**src/rtl/izh_pkg.sv**
```systemverilog
// Shared types and constants for the Izhikevich spike decoder.
package izh_pkg;

    typedef enum logic [1:0] {
        ST_IDLE    = 2'd0,
        ST_ARMED   = 2'd1,
        ST_REFRACT = 2'd2
    } izh_state_t;

    localparam int ISI_W_DEF      = 16;
    localparam int FIFO_DEPTH_DEF = 4;
    localparam int WIN_LOG2_DEF   = 10;

    // Membrane samples are v[17:10] of the 2.16 neuron state: 2 integer, 6 fraction bits.
    localparam int SAMPLE_W      = 8;
    localparam int SAMPLE_INT_W  = 2;
    localparam int SAMPLE_FRAC_W = 6;
    localparam int RATE_W        = 8;

endpackage

```
**src/rtl/izh_isi_fifo.sv**
```systemverilog
// Shift-register ISI buffer; entry 0 is the registered head seen by the consumer.
module izh_isi_fifo #(
    parameter int W     = 16,
    parameter int DEPTH = 4
) (
    input  logic         clk,
    input  logic         rst_n,
    input  logic         push,
    input  logic [W-1:0] push_data,
    output logic         full,
    output logic [W-1:0] out_data,
    output logic         out_valid,
    input  logic         out_ready
);

    logic [W-1:0]     mem_q [DEPTH];
    logic [W-1:0]     mem_n [DEPTH];
    logic [DEPTH-1:0] vld_q;
    logic [DEPTH-1:0] vld_s;
    logic [DEPTH-1:0] vld_n;
    logic             pop;
    logic             push_ok;
    logic             prev_vld;

    assign pop       = vld_q[0] & out_ready;
    assign full      = vld_q[DEPTH-1];
    assign out_valid = vld_q[0];
    assign out_data  = mem_q[0];
    // A full buffer still accepts a push when the head leaves in the same cycle.
    assign push_ok   = push & (~full | pop);

    always_comb begin
        vld_s = pop ? (vld_q >> 1) : vld_q;
        for (int i = 0; i < DEPTH - 1; i++) begin
            mem_n[i] = pop ? mem_q[i+1] : mem_q[i];
        end
        mem_n[DEPTH-1] = mem_q[DEPTH-1];
        vld_n    = vld_s;
        prev_vld = 1'b1;
        for (int i = 0; i < DEPTH; i++) begin
            if (push_ok && prev_vld && !vld_s[i]) begin
                mem_n[i] = push_data;
                vld_n[i] = 1'b1;
            end
            prev_vld = vld_s[i];
        end
    end

    always_ff @(posedge clk) begin
        if (!rst_n) begin
            vld_q <= '0;
            mem_q <= '{default: '0};
        end else begin
            vld_q <= vld_n;
            mem_q <= mem_n;
        end
    end

endmodule

```
**src/rtl/izh_spike_decoder.sv**
```systemverilog
// Threshold spike detector with hysteresis, ISI capture into a small buffer,
// burst flag and windowed spike-rate count.
module izh_spike_decoder
    import izh_pkg::*;
#(
    parameter int ISI_W      = ISI_W_DEF,
    parameter int FIFO_DEPTH = FIFO_DEPTH_DEF,
    parameter int WIN_LOG2   = WIN_LOG2_DEF
) (
    input  logic                       clk,
    input  logic                       rst_n,
    input  logic                       ena,
    input  logic signed [SAMPLE_W-1:0] v_in,
    input  logic signed [SAMPLE_W-1:0] thr,
    input  logic signed [SAMPLE_W-1:0] rearm,
    input  logic        [7:0]          burst_isi,
    output logic                       spike,
    output logic        [ISI_W-1:0]    isi_data,
    output logic                       isi_valid,
    input  logic                       isi_ready,
    output logic                       burst,
    output logic        [RATE_W-1:0]   rate,
    output logic                       overflow
);

    localparam logic [ISI_W-1:0]    ISI_MAX  = '1;
    localparam logic [WIN_LOG2-1:0] WIN_LAST = '1;

    function automatic logic [ISI_W-1:0] isi_sat_inc(input logic [ISI_W-1:0] x);
        return (x == ISI_MAX) ? x : x + 1'b1;
    endfunction

    function automatic logic [RATE_W-1:0] rate_sat_add(input logic [RATE_W-1:0] acc,
                                                       input logic inc);
        return (inc && acc != '1) ? acc + 1'b1 : acc;
    endfunction

    izh_state_t          state;
    logic [ISI_W-1:0]    isi_cnt;
    logic [ISI_W-1:0]    isi_next;
    logic [ISI_W-1:0]    burst_lim;
    logic [WIN_LOG2-1:0] win_cnt;
    logic [RATE_W-1:0]   win_acc;
    logic [RATE_W-1:0]   win_acc_next;
    logic                fire;
    logic                fire_armed;
    logic                spike_p0;
    logic                vld_p0;
    logic [ISI_W-1:0]    isi_p0;
    logic                fifo_full;
    logic                drop;

    assign fire         = ena && (state != ST_REFRACT) && (v_in > thr);
    // Only a spike with a predecessor since reset yields a meaningful interval.
    assign fire_armed   = fire && (state == ST_ARMED);
    assign isi_next     = isi_sat_inc(isi_cnt);
    assign burst_lim    = ISI_W'(burst_isi);
    assign win_acc_next = rate_sat_add(win_acc, fire);
    assign drop         = vld_p0 && fifo_full && !(isi_valid && isi_ready);
    assign spike        = spike_p0;

    // Stage p0: detection sample registered; spike pulse and ISI push leave together.
    always_ff @(posedge clk) begin
        if (!rst_n) begin
            state    <= ST_IDLE;
            isi_cnt  <= '0;
            win_cnt  <= '0;
            win_acc  <= '0;
            rate     <= '0;
            burst    <= 1'b0;
            overflow <= 1'b0;
            spike_p0 <= 1'b0;
            vld_p0   <= 1'b0;
        end else begin
            spike_p0 <= fire;
            vld_p0   <= fire_armed;
            if (drop) overflow <= 1'b1;
            if (ena) begin
                case (state)
                    ST_IDLE, ST_ARMED: if (v_in > thr)   state <= ST_REFRACT;
                    ST_REFRACT:        if (v_in < rearm) state <= ST_ARMED;
                    default:           state <= ST_IDLE;
                endcase
                isi_cnt <= fire ? '0 : isi_next;
                if (fire_armed)                burst <= (isi_next <= burst_lim);
                else if (isi_cnt > burst_lim)  burst <= 1'b0;
                win_cnt <= win_cnt + 1'b1;
                if (win_cnt == WIN_LAST) begin
                    rate    <= win_acc_next;
                    win_acc <= '0;
                end else begin
                    win_acc <= win_acc_next;
                end
            end
        end
    end

    always_ff @(posedge clk) begin
        isi_p0 <= isi_next;
    end

    izh_isi_fifo #(
        .W     (ISI_W),
        .DEPTH (FIFO_DEPTH)
    ) u_isi_fifo (
        .clk       (clk),
        .rst_n     (rst_n),
        .push      (vld_p0),
        .push_data (isi_p0),
        .full      (fifo_full),
        .out_data  (isi_data),
        .out_valid (isi_valid),
        .out_ready (isi_ready)
    );

endmodule

```
**config.mk**
```make
export PLATFORM = sky130hd
export DESIGN_NAME = izh_spike_decoder
export DESIGN_NICKNAME = d
export VERILOG_FILES = /design/src/rtl/izh_pkg.sv /design/src/rtl/izh_isi_fifo.sv /design/src/rtl/izh_spike_decoder.sv
export SDC_FILE = /design/constraint.sdc
export NUM_CORES = 1
export LEC_CHECK = 0
export CAP_MARGIN = 20
export CORE_UTILIZATION = 53
export DETAILED_ROUTE_END_ITERATION = 8
export PLACE_DENSITY = 0.83
export SYNTH_ARGS = -nofsm -noshare
export SYNTH_HDL_FRONTEND = slang
export SYNTH_HIERARCHICAL = 1
export SYNTH_SLANG_ARGS = --single-unit
```
**constraint.sdc**
```tcl
create_clock -name clk -period 6.78 [get_ports clk]
set_clock_uncertainty 0.05 [all_clocks]
set_input_delay 1.356 -clock clk [delete_from_list [all_inputs] [get_ports clk]]
set_output_delay 1.356 -clock clk [all_outputs]
set_load 0.03 [all_outputs]
```
# Word level (Yosys, flattened, before mapping)
# Cells that the tools add are included.
dict set report word_totals {
  regBits 132
  in_bits 36
  output_inout_bits 28
  word_cells 82
}
dict set report classes {
  addsub 3
  magnitude_cmp 4
  n_eq_ne 8
  muxes 20
  n_bitwise 4
  n_reduce_logical 28
}
# op count
set ops {}
lappend ops {{2-to-1 mux 16 bit} 8}
lappend ops {{adder 16 x 1 -> 16 bit (second input constant)} 1}
lappend ops {{== test 16 bit (second input constant)} 1}
lappend ops {{greater-than comparator 16 x 8 -> 1 bit} 1}
lappend ops {{less-or-equal comparator 16 x 8 -> 1 bit} 1}
lappend ops {{2-to-1 mux 8 bit} 2}
lappend ops {{logical AND 1 bit} 14}
lappend ops {{adder 10 x 1 -> 10 bit (second input constant)} 1}
lappend ops {{== test 10 bit (second input constant)} 1}
lappend ops {{adder 8 x 1 -> 8 bit (second input constant)} 1}
lappend ops {{greater-than comparator 8 bit} 1}
lappend ops {{< comparator 8 bit} 1}
lappend ops {{!= test 8 bit (second input constant)} 1}
lappend ops {{nonzero test 2 bit} 4}
lappend ops {{2-to-1 mux 1 bit} 6}
lappend ops {{!= test 2 bit (second input constant)} 3}
lappend ops {{logical NOT 1 bit} 5}
lappend ops {{2-to-1 mux 2 bit} 2}
lappend ops {{2-to-1 mux 4 bit} 1}
lappend ops {{case mux 2 bit (2 select lines)} 1}
lappend ops {{AND reduction 2 bit} 2}
lappend ops {{AND reduction 3 bit} 1}
lappend ops {{bitwise AND 1 bit} 2}
lappend ops {{== test 2 x 1 -> 1 bit (second input constant)} 1}
lappend ops {{5 further kinds} 5}

# Logic depth before layout (Yosys ltp)
# Gate-level depths: netlist of run 1.
dict set report depth {
  depth_word 6
  mapped_depth 14
  mapped_depth_nobuf 13
}

# Hierarchy
# Netlist of run 1, hierarchy kept.
# mod instances cells_each area_each_um2 seq_area_each_um2
set modules_own_cells {}
lappend modules_own_cells {izh_spike_decoder 1 437 3608.5 1281.2}
lappend modules_own_cells {izh_isi_fifo 1 339 2982.9 1361.3}

# Worst setup path after synthesis of run 1
# Ideal clock, no wire load.
dict set report synth_path {
  path_type {input port to flip-flop}
  start {input thr[7]}
  end {register rate[7]}
  setup_time_ns 0.091
  arrival_ns 3.300
  required_time_ns 6.639
  setup_slack_ns 3.339
  cell_stages 9
  path_buffers 1
  cell_sequence {inv_1 -> ha_1 -> nand4_1 -> o32ai_1 -> or3b_1 -> or3b_1 -> buf_2 -> or3_1 -> a311oi_1}
}
dict set report synth_via {
  elab_chain_cells 4
}
# element line
set synth_rtl {}
lappend synth_rtl {{start, declared} izh_spike_decoder.sv:14} ;# input logic signed [SAMPLE_W-1:0] thr,
lappend synth_rtl {{greater-than comparator 8 bit} izh_spike_decoder.sv:53} ;# assign fire = ena && (state != ST_REFRACT) && (v_in > thr);
lappend synth_rtl {{logical AND 1 bit} izh_spike_decoder.sv:53}
lappend synth_rtl {{logical AND 1 bit} izh_spike_decoder.sv:35} ;# return (inc && acc != '1) ? acc + 1'b1 : acc;
lappend synth_rtl {{2-to-1 mux 8 bit} izh_spike_decoder.sv:35}
lappend synth_rtl {{end signal, assigned} izh_spike_decoder.sv:89} ;# rate <= win_acc_next;
lappend synth_rtl {{end, declared} izh_spike_decoder.sv:22} ;# output logic [RATE_W-1:0] rate,
# Every way passes these cells.
# A chain may end at the register's enable or synchronous reset.

# Worst setup path in the final report of run 1
dict set report layout_path {
  start {register isi_cnt[1]}
  end {register burst}
}
dict set report layout_via {
  elab_chain_cells 4
  elab_cells_between_ends 8
  cone_classes {add/sub (1); order compare (2); eq/ne (1); mux (2); reduce/logical (2)}
}
# element line
set layout_rtl {}
lappend layout_rtl {{start, declared} izh_spike_decoder.sv:39} ;# logic [ISI_W-1:0] isi_cnt;
lappend layout_rtl {{start signal, assigned} izh_spike_decoder.sv:84} ;# isi_cnt <= fire ? '0 : isi_next;
lappend layout_rtl {{adder 16 x 1 -> 16 bit / == test 16 bit (equally long branches)} izh_spike_decoder.sv:30} ;# return (x == ISI_MAX) ? x : x + 1'b1;
lappend layout_rtl {{2-to-1 mux 16 bit *} izh_spike_decoder.sv:30}
lappend layout_rtl {{named net isi_next[1]} izh_spike_decoder.sv:40} ;# logic [ISI_W-1:0] isi_next;
lappend layout_rtl {{less-or-equal comparator 16 x 8 -> 1 bit *} izh_spike_decoder.sv:85} ;# if (fire_armed) burst <= (isi_next <= burst_lim);
lappend layout_rtl {{2-to-1 mux 1 bit *} izh_spike_decoder.sv:85}
lappend layout_rtl {{end signal, assigned} izh_spike_decoder.sv:85}
lappend layout_rtl {{end, declared} izh_spike_decoder.sv:21} ;# output logic burst,
# The timed path passes the listed nets; every way through them passes the cells marked *.

==> results_dict.tcl, run 1 <==
set metrics [dict create \
    reg2regPathDepth 13 \
    hp-class "reg -> reg" \
    rows 40 \
    post_cts_buffers 0 \
    cts.sinks 132 \
    routed_wl_mm 15.7 \
    cts_root_buf "clkbuf_16" \
    critPathKind "reg -> reg" \
    synth_area_um2 6590 \
    placed_area_um2 7150 \
    cp_common_cell "ha_1" \
    cp-end-kind "register" \
    grt_max_degree 68 \
    n_antenna_cell 0 \
    report.final.slew_viol_count 0 \
    worst_slack_ns 2.91 \
    hold_viol_final 0 \
    cap_violations 0 \
    tightest_slew_ns 0.893 \
    wl_met3_mm 1.03 \
    firstDrtPassIters 5 \
    num_io_pins 64 \
    fp.coreArea_um2 12100 \
    worstSkewPairLatency_ns 0.42 \
    p_leak_nw 3.17 \
    htreeDepth 4 \
    via_per_inst 5.95 \
    worstPathCellList "ha_1 -> nand3_1 -> nor4_2 -> nand2_1 -> mux2_2 -> ha_1 -> nor2b_1 -> o21a_1 -> o21ai_0 -> a21oi_1 -> a2111oi_0 -> o211ai_1 -> o31ai_1" \
    stdcell_area_um2 7840 \
    cts_tree "built" \
    via_count 5844 \
    grt_overflow 0 \
    ys_seq_area_frac 0.401 \
    synth-seq-cells 132 \
    final.hold.worst_slack_ns 0.421 \
    max_stage_delay_ns 0.50 \
    p_per_area_nw_per_um2 250 \
    syn_to_final_growth_pct 19.0 \
    synth_area_per_cell_um2 8.49 \
    critical_path_buf_inv_count 0 \
    min_path_cells 2 \
    final_antenna_net_count 0 \
    setup_violations 0 \
    rsz0062_at_grt "false" \
    period_share 0.571 \
    synth_nets 846 \
    hp-start "u_isi_fifo/mem_q[43]" \
    start_util 0.546 \
    vdd_drop_max_mv 0.167 \
    crit_cells 13 \
    place_congestion 0.912 \
    drive_gt1_frac 0.0675 \
    hold_buffers 0 \
    antenna_found_initial 0 \
    cp_top_family "compound AO/OA/AOI/OAI gates" \
    m1WireLength_mm 6.43 \
    multi_input_area_um2 3480 \
    fin_setup_tns_ns 0 \
    layout_common_cells "dfxtp_1 (132), nand2_1 (80), nor2_1 (73)" \
    dpl_worst_slack_ns 2.53 \
    grt_pass1_wl_mm 26.0 \
    grt_usage 0.253 \
    critPathMaxFanout 13 \
    grt_pass1_vias 5665 \
    crit_required_ns 7.07 \
    power.total_mw 1.96 \
    met2_wirelength_mm 7.87 \
    synth_cells 776 \
    yosysWarnings 6 \
    die_h_um 114 \
    ys_async_sr_fraction 0 \
    start_kind "register" \
    layout.nets 872 \
    clk_path_buf_depth 2 \
    dp_hpwl_mm 10.5 \
    max-slew-margin-rel 0.403 \
    cp_slowest_cell "a2111oi_0" \
    worstSetupStartpoint "isi_cnt[1]" \
    wl_per_cell_um 15.9 \
    drtIter0Drc 660 \
    drc 0 \
    final_common_cell "dfxtp_1" \
    top_layer_used "met4" \
    clk_pin_slew_worst_paths_ns 0.06 \
    cts_resized 0 \
    status "complete, no violations" \
    fill_cells 985 \
    arrival_ns 4.16 \
    r2r-start "isi_cnt[1]" \
    max_freq_mhz 258 \
    final-seq-area_um2 2640 \
    synth-edff-count 0 \
    cts_made_buffers 17 \
    port_buffers 63 \
    period_minus_slack_ns 3.87 \
    die_area_um2 12900 \
    synth-main-ff-cell "dfxtp_1" \
    dieWidth_um 114 \
    synth.distinct_cells 66 \
]
[cell type report]
cell class                 instances  share of cell area
clock buffer                      21              0.0587
clock inverter                    11              0.0284
inverter                          38              0.0182
multi-input combinational        543               0.443
sequential                       132               0.337
tap                              168              0.0268
timing repair buffer              70              0.0874
[where the power goes]
| part | switching [mW] | total, mW | leakage [nW] | internal, mW |
|---|---|---|---|---|
| combinational | 0.0668 | 0.118 | 1.78 | 0.0514 |
| sequential | 0.00761 | 0.790 | 1.06 | 0.783 |
| clock | 0.341 | 1.05 | 0.322 | 0.712 |
[synth_stat cells (all sizes together), types with 18 or more instances]
master	n	share of area
nor2	74	0.043
nand2	81	0.047
nand3	22	0.017
buf	42	0.040
clkbuf	21	0.012
o21ai	48	0.036
inv	38	0.022
ha	34	0.065
mux2i	18	0.027
dfxtp	132	0.40
a22o	18	0.024
a31oi	22	0.021
a21oi	48	0.038
[per-stage QoR]
stage,utilization,cells
after floorplan,-,776
after global placement,0.592,949
after detailed placement,0.593,950
after CTS,0.649,982
after global routing,0.650,983
final,0.650,983
[registers in the layout, summed over array words and instances, names as in the netlist]
name,count
burst,1
isi_cnt,16
isi_p0,16
overflow,1
rate,8
spike,1
state,2
u_isi_fifo/mem_q,48
u_isi_fifo/out_data,16
u_isi_fifo/vld_q,4
vld_p0,1
win_acc,8
win_cnt,10
[tightest hold or removal path, stage by stage (launching register included)]
cell     delay, ns
dfxtp_1       0.31
nand2_1       0.05
a31oi_1       0.07
[final timing paths]
| check | endpoint | slack, ns |
|---|---|---|
| max | burst | 2.91 |
| min | u_isi_fifo/out_data[11] | 0.42 |
| max reg2reg | burst | 2.91 |
| min reg2reg | u_isi_fifo/out_data[11] | 0.42 |
[routing by layer]
| metal | global-route usage | vias up |
|---|---|---|
| li1 | - | 2813 |
| met3 | 0.0606 | 40 |
| met4 | 0.119 | 0 |
| met5 | 0 | - |
| met1 | 0.286 | 2726 |
| met2 | 0.448 | 265 |
[logic make-up (layout without fill, tap and decap cells)]
| kind of cell | after synthesis | count (layout) | synth area share |
|---|---|---|---|
| adder cells (fa/ha/maj) | 34 | 34 | 0.0645 |
| AO/OA/AOI/OAI | 214 | 214 | 0.216 |
| XOR/XNOR | 22 | 22 | 0.0292 |
| flip-flops | 132 | 132 | 0.401 |
| multiplexers | 21 | 21 | 0.0325 |
| buffers and inverters | 101 | 140 | 0.0737 |
| AND/OR/NAND/NOR | 252 | 252 | 0.183 |
No activity file was read; power rests on OpenSTA's default activity.
==> inputs of run 2 (changes only) <==
- CORE_UTILIZATION: 53 -> 52
- PLACE_DENSITY: 0.83 -> 0.85
- clock period: 6.78 -> 3.4 ns (I/O delays scaled with it)
==> run 2 against run 1 <==
  * Worst hold slack lost 0.0033 ns
  * Non-clock buffer count grew 23
  * Clock power grew 63%
  * Utilization shrank 0.30 points
  * Combinational power grew 110%
  * Critical path type unchanged
  * Largest cell class unchanged
  * Largest power group unchanged
==> results_dict.tcl, run 2 (synthesis gave the netlist of run 1 again) <==
set metrics [dict create \
    critical_path_buf_inv_count 0 \
    hold_buffers 0 \
    wl_per_cell_um 14.5 \
    grt_pass1_vias 5333 \
    r2r_slack_ns 0.32 \
    min_path_cells 2 \
    tightest_slew_ns 0.683 \
    start_util 0.542 \
    p_per_area_nw_per_um2 449 \
    max-slew-margin-rel 0.544 \
    layout_common_cells "dfxtp_1 (132), nand2_1 (80), nor2_1 (73)" \
    start_kind "register" \
    hold_viol_final 0 \
    drive_gt1_frac 0.0885 \
    crit_required_ns 3.68 \
    cts_root_buf "clkbuf_16" \
    grt_pass1_wl_mm 24.7 \
    firstDrtPassIters 5 \
    cp_slowest_cell "nor4_2" \
    cts.sinks 132 \
    antenna_found_initial 0 \
    layout.nets 895 \
    reg2regPathDepth 12 \
    report.final.slew_viol_count 0 \
    dp_hpwl_mm 9.91 \
    max_freq_mhz 325 \
    status "complete, no violations" \
    worstHoldEndpoint "u_isi_fifo/out_data[3]" \
    grt_max_degree 52 \
    final-seq-area_um2 2640 \
    place_congestion 0.908 \
    drtIter0Drc 410 \
    worstPathCellList "nand4_1 -> nor4_2 -> nand2_1 -> mux2_2 -> ha_1 -> nor2b_1 -> o21a_1 -> o21ai_0 -> a21oi_1 -> a2111oi_0 -> o211ai_1 -> o31ai_1" \
    cap_violations 0 \
    cts_tree "built" \
    cts_resized 0 \
    fp.coreArea_um2 12200 \
    hp-class "reg -> reg" \
    worstSkewPairLatency_ns 0.42 \
    rows 40 \
    via_count 5742 \
    num_io_pins 64 \
    die_area_um2 13100 \
    stdcell_area_um2 7870 \
    period_share 0.906 \
    post_cts_buffers 0 \
    clk_pin_slew_worst_paths_ns 0.06 \
    drc 0 \
    final_antenna_net_count 0 \
    final_common_cell "dfxtp_1" \
    hp-start "u_isi_fifo/out_data[3]" \
    n_antenna_cell 0 \
    clk_path_buf_depth 2 \
    placed_area_um2 7320 \
    grt_usage 0.237 \
    die_h_um 115 \
    cts_made_buffers 17 \
    dieWidth_um 115 \
    fill_cells 975 \
    via_per_inst 5.72 \
    critPathKind "reg -> reg" \
    largest_reg_flops 48 \
    vdd_drop_max_mv 0.361 \
    period_minus_slack_ns 3.08 \
    rsz0062_at_grt "false" \
    multi_input_area_um2 3480 \
    cp-end-kind "register" \
    syn_to_final_growth_pct 19.4 \
    max_stage_delay_ns 0.43 \
    reg2reg_to "burst" \
    htreeDepth 4 \
    regMostFlops "u_isi_fifo/mem_q" \
    fin_setup_tns_ns 0 \
    port_buffers 63 \
    p_leak_nw 3.23 \
    arrival_ns 3.36 \
    cp_top_family "compound AO/OA/AOI/OAI gates" \
    r2r-start "isi_cnt[6]" \
    critPathMaxFanout 4 \
    routed_wl_mm 14.6 \
    grt_overflow 0 \
    setup_violations 0 \
]
run 2: per-layer routing:
metal,global-route usage,share of wire,vias to the layer above
met4,0.0883,0.014,0
met2,0.401,0.48,187
met5,0,0,-
met3,0.0582,0.055,24
li1,-,-,2852
met1,0.292,0.45,2679
run 2: final cells by class:
class	instances	share of cell area
Clock buffer	21	0.0560
Clock inverter	9	0.0135
Inverter	38	0.0181
Multi-Input combinational cell	543	0.442
Sequential cell	132	0.336
Tap cell	168	0.0267
Timing Repair Buffer	93	0.108
run 2: worst reg2reg max path: cells and delay by family, from the launching register on:
kind	cells	cell delay, ns
multiplexers	1	0.30
adder cells (fa/ha/maj)	1	0.29
AO/OA/AOI/OAI	6	1.15
AND/OR/NAND/NOR	4	0.85
flip-flops	1	0.35
run 2: metrics by stage:
step / std cells / power (mW) / hold slack (ns) / worst slack [ns] / util
CTS: 1004 / 3.56 / 0.419 / 0.310 / 0.647
finish: 1004 / 3.53 / 0.418 / 0.320 / 0.647
detailed placement: 974 / 1.85 / 0.414 / 0.0724 / 0.602
global placement: 974 / 1.85 / 0.403 / 0.169 / 0.602
floorplan: 776 / 1.75 / 0.398 / 0.250 / -
global route: 1004 / 3.66 / 0.434 / 0.0780 / 0.647
run 2: worst max-delay path by stage:
| stage | start | endpoint | depth (start not counted) | slack, ns |
|---|---|---|---|---|
| 6_report | isi_cnt[6] | burst | 12 | 0.32 |
| 5_1_grt | isi_cnt[6] | burst | 13 | 0.08 |
| 4_1_cts | isi_cnt[6] | burst | 12 | 0.31 |
| 3_5_place_dp | thr[7] | rate[7] | 9 | 0.07 |
| 3_3_place_gp | thr[7] | win_acc[7] | 11 | 0.17 |
| 2_1_floorplan | isi_cnt[9] | burst | 14 | 0.25 |
run 2: report_power, final:
part / switching (mW) / leakage [nW] / internal [mW]
Clock: 0.643 / 0.271 / 1.07
Sequential: 0.0134 / 1.06 / 1.56
Combinational: 0.132 / 1.90 / 0.114
